[src/rtl/reg_bank_dump_if.sv]
// Register-dump stream bundle: word, address, last flag and valid/ready.
// master drives the word stream; slave is the sink that drives ready.
interface reg_bank_dump_if #(
  parameter int DATA_W = 32,
  parameter int ADDR_W = 5
);

  logic [DATA_W-1:0] dump_data;
  logic [ADDR_W-1:0] dump_addr;
  logic              dump_valid;
  logic              dump_ready;
  logic              dump_last;

  modport master (
    output dump_data,
    output dump_addr,
    output dump_valid,
    output dump_last,
    input  dump_ready
  );

  modport slave (
    input  dump_data,
    input  dump_addr,
    input  dump_valid,
    input  dump_last,
    output dump_ready
  );

endinterface

[src/rtl/reg_bank_dump.sv]
// Register bank read-out engine: walks first_addr..last_addr on one bank read
// port and streams each word with its address over the dump interface.
// Ports: clk_CPU, rst (sync, active high), start/first_addr/last_addr request,
// rd_addr/rd_data bank port, busy/done/err status, dump (stream master).
module reg_bank_dump #(
  parameter int DATA_W   = 32,
  parameter int ADDR_W   = 5,
  parameter int NUM_REGS = 32
) (
  input  logic              clk_CPU,
  input  logic              rst,
  input  logic              start,
  input  logic [ADDR_W-1:0] first_addr,
  input  logic [ADDR_W-1:0] last_addr,
  output logic [ADDR_W-1:0] rd_addr,
  input  logic [DATA_W-1:0] rd_data,
  output logic              busy,
  output logic              done,
  output logic              err,
  reg_bank_dump_if.master   dump
);

  typedef enum logic [1:0] {
    IDLE,
    LOAD,
    SEND,
    DONE
  } state_t;

  // One extra bit so NUM_REGS == 2**ADDR_W is representable.
  localparam logic [ADDR_W:0] LIMIT = (ADDR_W + 1)'(NUM_REGS);

  state_t            state_q, state_d;
  logic [ADDR_W-1:0] ptr_q, ptr_d;
  logic [ADDR_W-1:0] end_q, end_d;
  logic [ADDR_W-1:0] rd_addr_q, rd_addr_d;
  logic [ADDR_W-1:0] dump_addr_q, dump_addr_d;
  logic [DATA_W-1:0] dump_data_q, dump_data_d;
  logic              dump_last_q, dump_last_d;
  logic              err_q, err_d;
  logic              req_legal;
  logic              xfer;

  always_comb begin
    state_d     = state_q;
    ptr_d       = ptr_q;
    end_d       = end_q;
    rd_addr_d   = rd_addr_q;
    dump_addr_d = dump_addr_q;
    dump_data_d = dump_data_q;
    dump_last_d = dump_last_q;
    err_d       = 1'b0;
    req_legal   = (first_addr <= last_addr) &&
                  ({1'b0, last_addr} < LIMIT);
    xfer        = (state_q == SEND) && dump.dump_ready;
    unique case (state_q)
      IDLE: begin
        if (start) begin
          if (req_legal) begin
            ptr_d   = first_addr;
            end_d   = last_addr;
            state_d = LOAD;
          end else begin
            err_d = 1'b1;
          end
        end
      end
      LOAD: begin
        rd_addr_d   = ptr_q;
        dump_data_d = rd_data;
        dump_addr_d = ptr_q;
        dump_last_d = (ptr_q == end_q);
        state_d     = SEND;
      end
      SEND: begin
        if (xfer) begin
          if (dump_last_q) begin
            state_d = DONE;
          end else begin
            ptr_d   = ptr_q + 1'b1;
            state_d = LOAD;
          end
        end
      end
      DONE: begin
        state_d = IDLE;
      end
      default: begin
        state_d = IDLE;
      end
    endcase
  end

  always_ff @(posedge clk_CPU) begin
    if (rst) begin
      state_q     <= IDLE;
      ptr_q       <= '0;
      end_q       <= '0;
      rd_addr_q   <= '0;
      dump_addr_q <= '0;
      dump_data_q <= '0;
      dump_last_q <= 1'b0;
      err_q       <= 1'b0;
    end else begin
      state_q     <= state_d;
      ptr_q       <= ptr_d;
      end_q       <= end_d;
      rd_addr_q   <= rd_addr_d;
      dump_addr_q <= dump_addr_d;
      dump_data_q <= dump_data_d;
      dump_last_q <= dump_last_d;
      err_q       <= err_d;
    end
  end

  // Bank read is asynchronous, so the address must be ptr during LOAD
  // itself; elsewhere it holds the last address read.
  assign rd_addr = (state_q == LOAD) ? ptr_q : rd_addr_q;

  assign busy = (state_q != IDLE);
  assign done = (state_q == DONE);
  assign err  = err_q;

  assign dump.dump_valid = (state_q == SEND);
  assign dump.dump_data  = dump_data_q;
  assign dump.dump_addr  = dump_addr_q;
  assign dump.dump_last  = dump_last_q;

endmodule

[src/flat_wrapper.sv]
// flat-port wrapper written by rule: the top's interface ports become plain ports
module reg_bank_dump_flat 
#(
  parameter int DATA_W   = 32,
  parameter int ADDR_W   = 5,
  parameter int NUM_REGS = 32
)
  (clk_CPU, rst, start, first_addr, last_addr, rd_addr, rd_data, busy, done, err, dump_dump_data, dump_dump_addr, dump_dump_valid, dump_dump_last, dump_dump_ready);
  reg_bank_dump_if #(.DATA_W(DATA_W), .ADDR_W(ADDR_W)) dump_i ();
  input  logic clk_CPU;
  input  logic rst;
  input  logic start;
  input  logic [ADDR_W-1:0] first_addr;
  input  logic [ADDR_W-1:0] last_addr;
  output logic [ADDR_W-1:0] rd_addr;
  input  logic [DATA_W-1:0] rd_data;
  output logic busy;
  output logic done;
  output logic err;
  output wire logic [$bits(dump_i.dump_data)-1:0] dump_dump_data;
  output wire logic [$bits(dump_i.dump_addr)-1:0] dump_dump_addr;
  output wire logic [$bits(dump_i.dump_valid)-1:0] dump_dump_valid;
  output wire logic [$bits(dump_i.dump_last)-1:0] dump_dump_last;
  input wire logic [$bits(dump_i.dump_ready)-1:0] dump_dump_ready;
  assign dump_dump_data = dump_i.dump_data;
  assign dump_dump_addr = dump_i.dump_addr;
  assign dump_dump_valid = dump_i.dump_valid;
  assign dump_dump_last = dump_i.dump_last;
  assign dump_i.dump_ready = dump_dump_ready;
  reg_bank_dump #(.DATA_W(DATA_W), .ADDR_W(ADDR_W), .NUM_REGS(NUM_REGS)) u_core (.clk_CPU(clk_CPU), .rst(rst), .start(start), .first_addr(first_addr), .last_addr(last_addr), .rd_addr(rd_addr), .rd_data(rd_data), .busy(busy), .done(done), .err(err), .dump(dump_i));
endmodule
[config.mk]
export PLATFORM = sky130hd
export DESIGN_NAME = reg_bank_dump_flat
export DESIGN_NICKNAME = d
export VERILOG_FILES = /design/src/rtl/reg_bank_dump_if.sv /design/src/rtl/reg_bank_dump.sv /design/src/flat_wrapper.sv
export SDC_FILE = /design/constraint.sdc
export NUM_CORES = 1
export LEC_CHECK = 0
export CAP_MARGIN = 20
export CORE_UTILIZATION = 43
export DETAILED_ROUTE_END_ITERATION = 16
export PLACE_DENSITY = 0.89
export SYNTH_ARGS = -nofsm -noshare
export SYNTH_HDL_FRONTEND = slang
export SYNTH_SLANG_ARGS = --single-unit
[constraint.sdc]
create_clock -name clk_CPU -period 2.82 [get_ports clk_CPU]
set_clock_uncertainty 0.15 [all_clocks]
set_input_delay 0.705 -clock clk_CPU [delete_from_list [all_inputs] [get_ports clk_CPU]]
set_output_delay 0.705 -clock clk_CPU [all_outputs]
set_load 0.02 [all_outputs]
==> metrics <==
first-pass GRT wire length between 8000 and 9000 um; GRT Util Overall about a fifth; Core ar. just over 0.005 mm2; fillers 433; pin count of the biggest net entering global routing 36; switching pwr around 0.5 mW; nets 440; Initial Util a little under half; clock transition at the registers of the reported paths about 0.10 ns; clk buf depth 2; sequential share of the synthesized area a little under half; Detailed Route WL around 5700 um; Top FF cell, synth dfxtp_1; Clock Power Share a little under a third; final hold viol count 0; post-route setup slack 0.1071 ns; Max FO, Critical Path 8; status complete, no violations; post-route cell area ~0.0035 mm2; Core Rows 26; async set or reset register ratio after synthesis 0%; delay-heaviest family, CP buffers and inverters; Flop pwr share between 40% and 50%; worst-path cell chain inv_1, nor2_4, nand2_1, nand2_1, clkdlybuf4s50_1; Post-Place Cells 450; Remaining DRCs 0; area leader, netlist dfxtp_1; Sw Share approximately 27%; Pwr Total 1.825 mW; vias 2293; total clock sinks 56; Max-cap violations 0; f_max between 0.3 and 0.4 GHz; TritonCTS clock tree yes; Syn Std Cell Area roughly 0.0023 mm2; top cell type's share of synthesized area between 40% and 50%; Critical Path AT between 1.5 and 2 ns; die area about 0.0057 mm2; Synthesized Nets 347; Clock Latency Late Sink about 0.31 ns; H-tree depth 2; Pwr per Cell Area about 520 mW/mm2; Routed Antenna Nets 0; drt first pass iters 4; maximum VDD drop around 0.00034 V; drt initial violations between 50 and 60; die height ~76 um; share of cells above drive strength 1 approximately 7.7%; flops & latches, synth 56; Buf/Inv on CP 2; Num CTS Buffers 5; Largest stage delay, worst path a little over 0.6 ns; Setup CP Type reg2out; fin crit share between 90% and 100%; initial antenna violation count 0; Critical Path RT slightly below 2 ns; Layout area overhead 50.08%; wire per inst between 10 and 15 um; multi-input logic area between 0.001 and 0.0015 mm2; hold slack around 0.31 ns; LEAKAGE between 1 and 1.5 nW; Yosys warning count 0; Synth Area per Inst 7.927 um2; die width 75.75 um; Setup crit start kind flop; largest cells by area after synthesis dfxtp_1 (48%), nand2_1 (15%), a21oi_1 (10%); Port Buffer Count 92; Pint about 1.3 mW; Relative slew margins 61.25%; Post-CTS Hold Buffers 0; setup violators final 0; I/O pin cnt 93; dpl cell area between 0.003 and 0.004 mm2; Worst Tran Pin Value approximately 0.58 ns; post-layout min period approximately 2.7 ns; Setup TNS Final 0 ns; Yosys cell types 33; vias per cell ~5; grt total ovfl 0; Ant. Diodes 0; unrepaired setup endpoints after global routing false; Place WS -0.08909 ns; Slowest-stage cell, CP clkdlybuf4s50_1; Post-synth EDFFs 0; HP Class reg2reg; utilization after layout around two thirds; Syn Inst Count between 200 and 300; Final Max Tran Viols 0; CP endpoint kind output port; root buffer cell clkbuf_8; cell mode on critical path nand2_1; Routability Congestion between 0.8 and 0.9; Final HPWL DP 4216 um; register area between 0.001 and 0.0015 mm2; Logic pwr share a little over a fifth; via count of the first global-routing pass a little over 2000; final cell count without fillers ~460
[layout by cell type, fill, tap and decap left out, drive strengths merged, types with 2 or more instances in the layout]
cell type	netlist	final
mux2i	7	7
or2	2	2
ha	6	6
nor3b	2	2
a32oi	2	2
nand2	96	96
xor2	3	3
clkdlybuf4s50	0	88
dfxtp	56	56
nor3	4	4
buf	6	13
o31a	2	2
a21oi	49	49
xnor2	2	2
inv	8	8
dlymetal6s2s	0	3
clkbuf	12	6
nor2	13	13
nand3	5	5
nand2b	4	4
or3	5	5
nand4	2	2
[worst min-delay path, cell delays in order, from the launching register on]
cell and delay [ns]:
dfxtp_1 0.32, nand2_1 0.05, a21oi_1 0.05
[final cells by class]
type / count / share of cell area, %
well taps: 70 / 2.496
multi-input cells: 213 / 31.98
inverters: 8 / 0.8556
flip-flops and latches: 56 / 31.98
clock inverters: 2 / 1.105
repair buffers: 104 / 29.23
clock buffers: 6 / 2.353
[final timing paths]
path                                          start                                endpoint  slack (ns)  cells past startpoint
min          u_core.dump.dump_data[26]$_SDFFE_PP0P_  u_core.dump.dump_data[26]$_SDFFE_PP0P_        0.31                      2
max                  u_core.state_q[0]$_SDFFE_PP0P_                              rd_addr[4]        0.11                      5
min reg2reg  u_core.dump.dump_data[26]$_SDFFE_PP0P_  u_core.dump.dump_data[26]$_SDFFE_PP0P_        0.31                      2
max reg2reg          u_core.state_q[1]$_SDFFE_PP0P_            u_core.end_q[1]$_SDFFE_PP0P_        0.71                      6
[registers in the layout (all words and copies together), names as in the netlist]
signal / flops
u_core.end_q: 5
u_core.dump.dump_last: 1
u_core.state_q: 2
u_core.dump.dump_addr: 5
u_core.dump.dump_data: 32
u_core.rd_addr_q: 5
u_core.ptr_q: 5
u_core.err: 1
[power by group through the flow]
| stage | combinational, mW | sequential, mW | clock (mW) |
|---|---|---|---|
| after global routing | 0.434 | 0.884 | 0.594 |
| after floorplan | 0.173 | 0.923 | 0 |
| after detailed placement | 0.395 | 0.894 | 0 |
| after global placement | 0.385 | 0.891 | 0 |
| final | 0.397 | 0.877 | 0.551 |
| after CTS | 0.400 | 0.877 | 0.567 |
[cells in the mapped netlist (all sizes together) (2+ instances only)]
cell,n
xor2,3
nand2,96
or3,5
nand4,2
nand2b,4
a32oi,2
dfxtp,56
inv,8
nand3,5
ha,6
or2,2
buf,6
nor3b,2
nor3,4
clkbuf,12
nor2,13
a21oi,49
xnor2,2
o31a,2
mux2i,7
[per-layer routing]
metal | part of all wire (%) | track usage [%] | vias up
met4 | 1.2 | 6.379 | 0
li1 | - | - | 1157
met3 | 7.3 | 5.820 | 6
met5 | 0 | 0 | -
met2 | 49 | 35.69 | 75
met1 | 42 | 22.61 | 1055
[kinds of logic (layout without fill, tap and decap cells)]
logic type               after synthesis  count (layout)  synth area share, %
buffers and inverters                 26             120                4.708
AND/OR/NAND/NOR                      137             137                25.25
XOR/XNOR                               5               5                1.873
multiplexers                           7               7                2.996
flip-flops                            56              56                47.94
adder cells (fa/ha/maj)                6               6                3.210
AO/OA/AOI/OAI                         58              58                14.02
[what timing repair did]
action	4_1_cts	5_1_grt
pin swaps	1	1
setup buffers	1	0
endpoints found under the setup margin	5	5
gates resized for setup	2	4
Note: power is estimated with default switching activity, not from simulation.
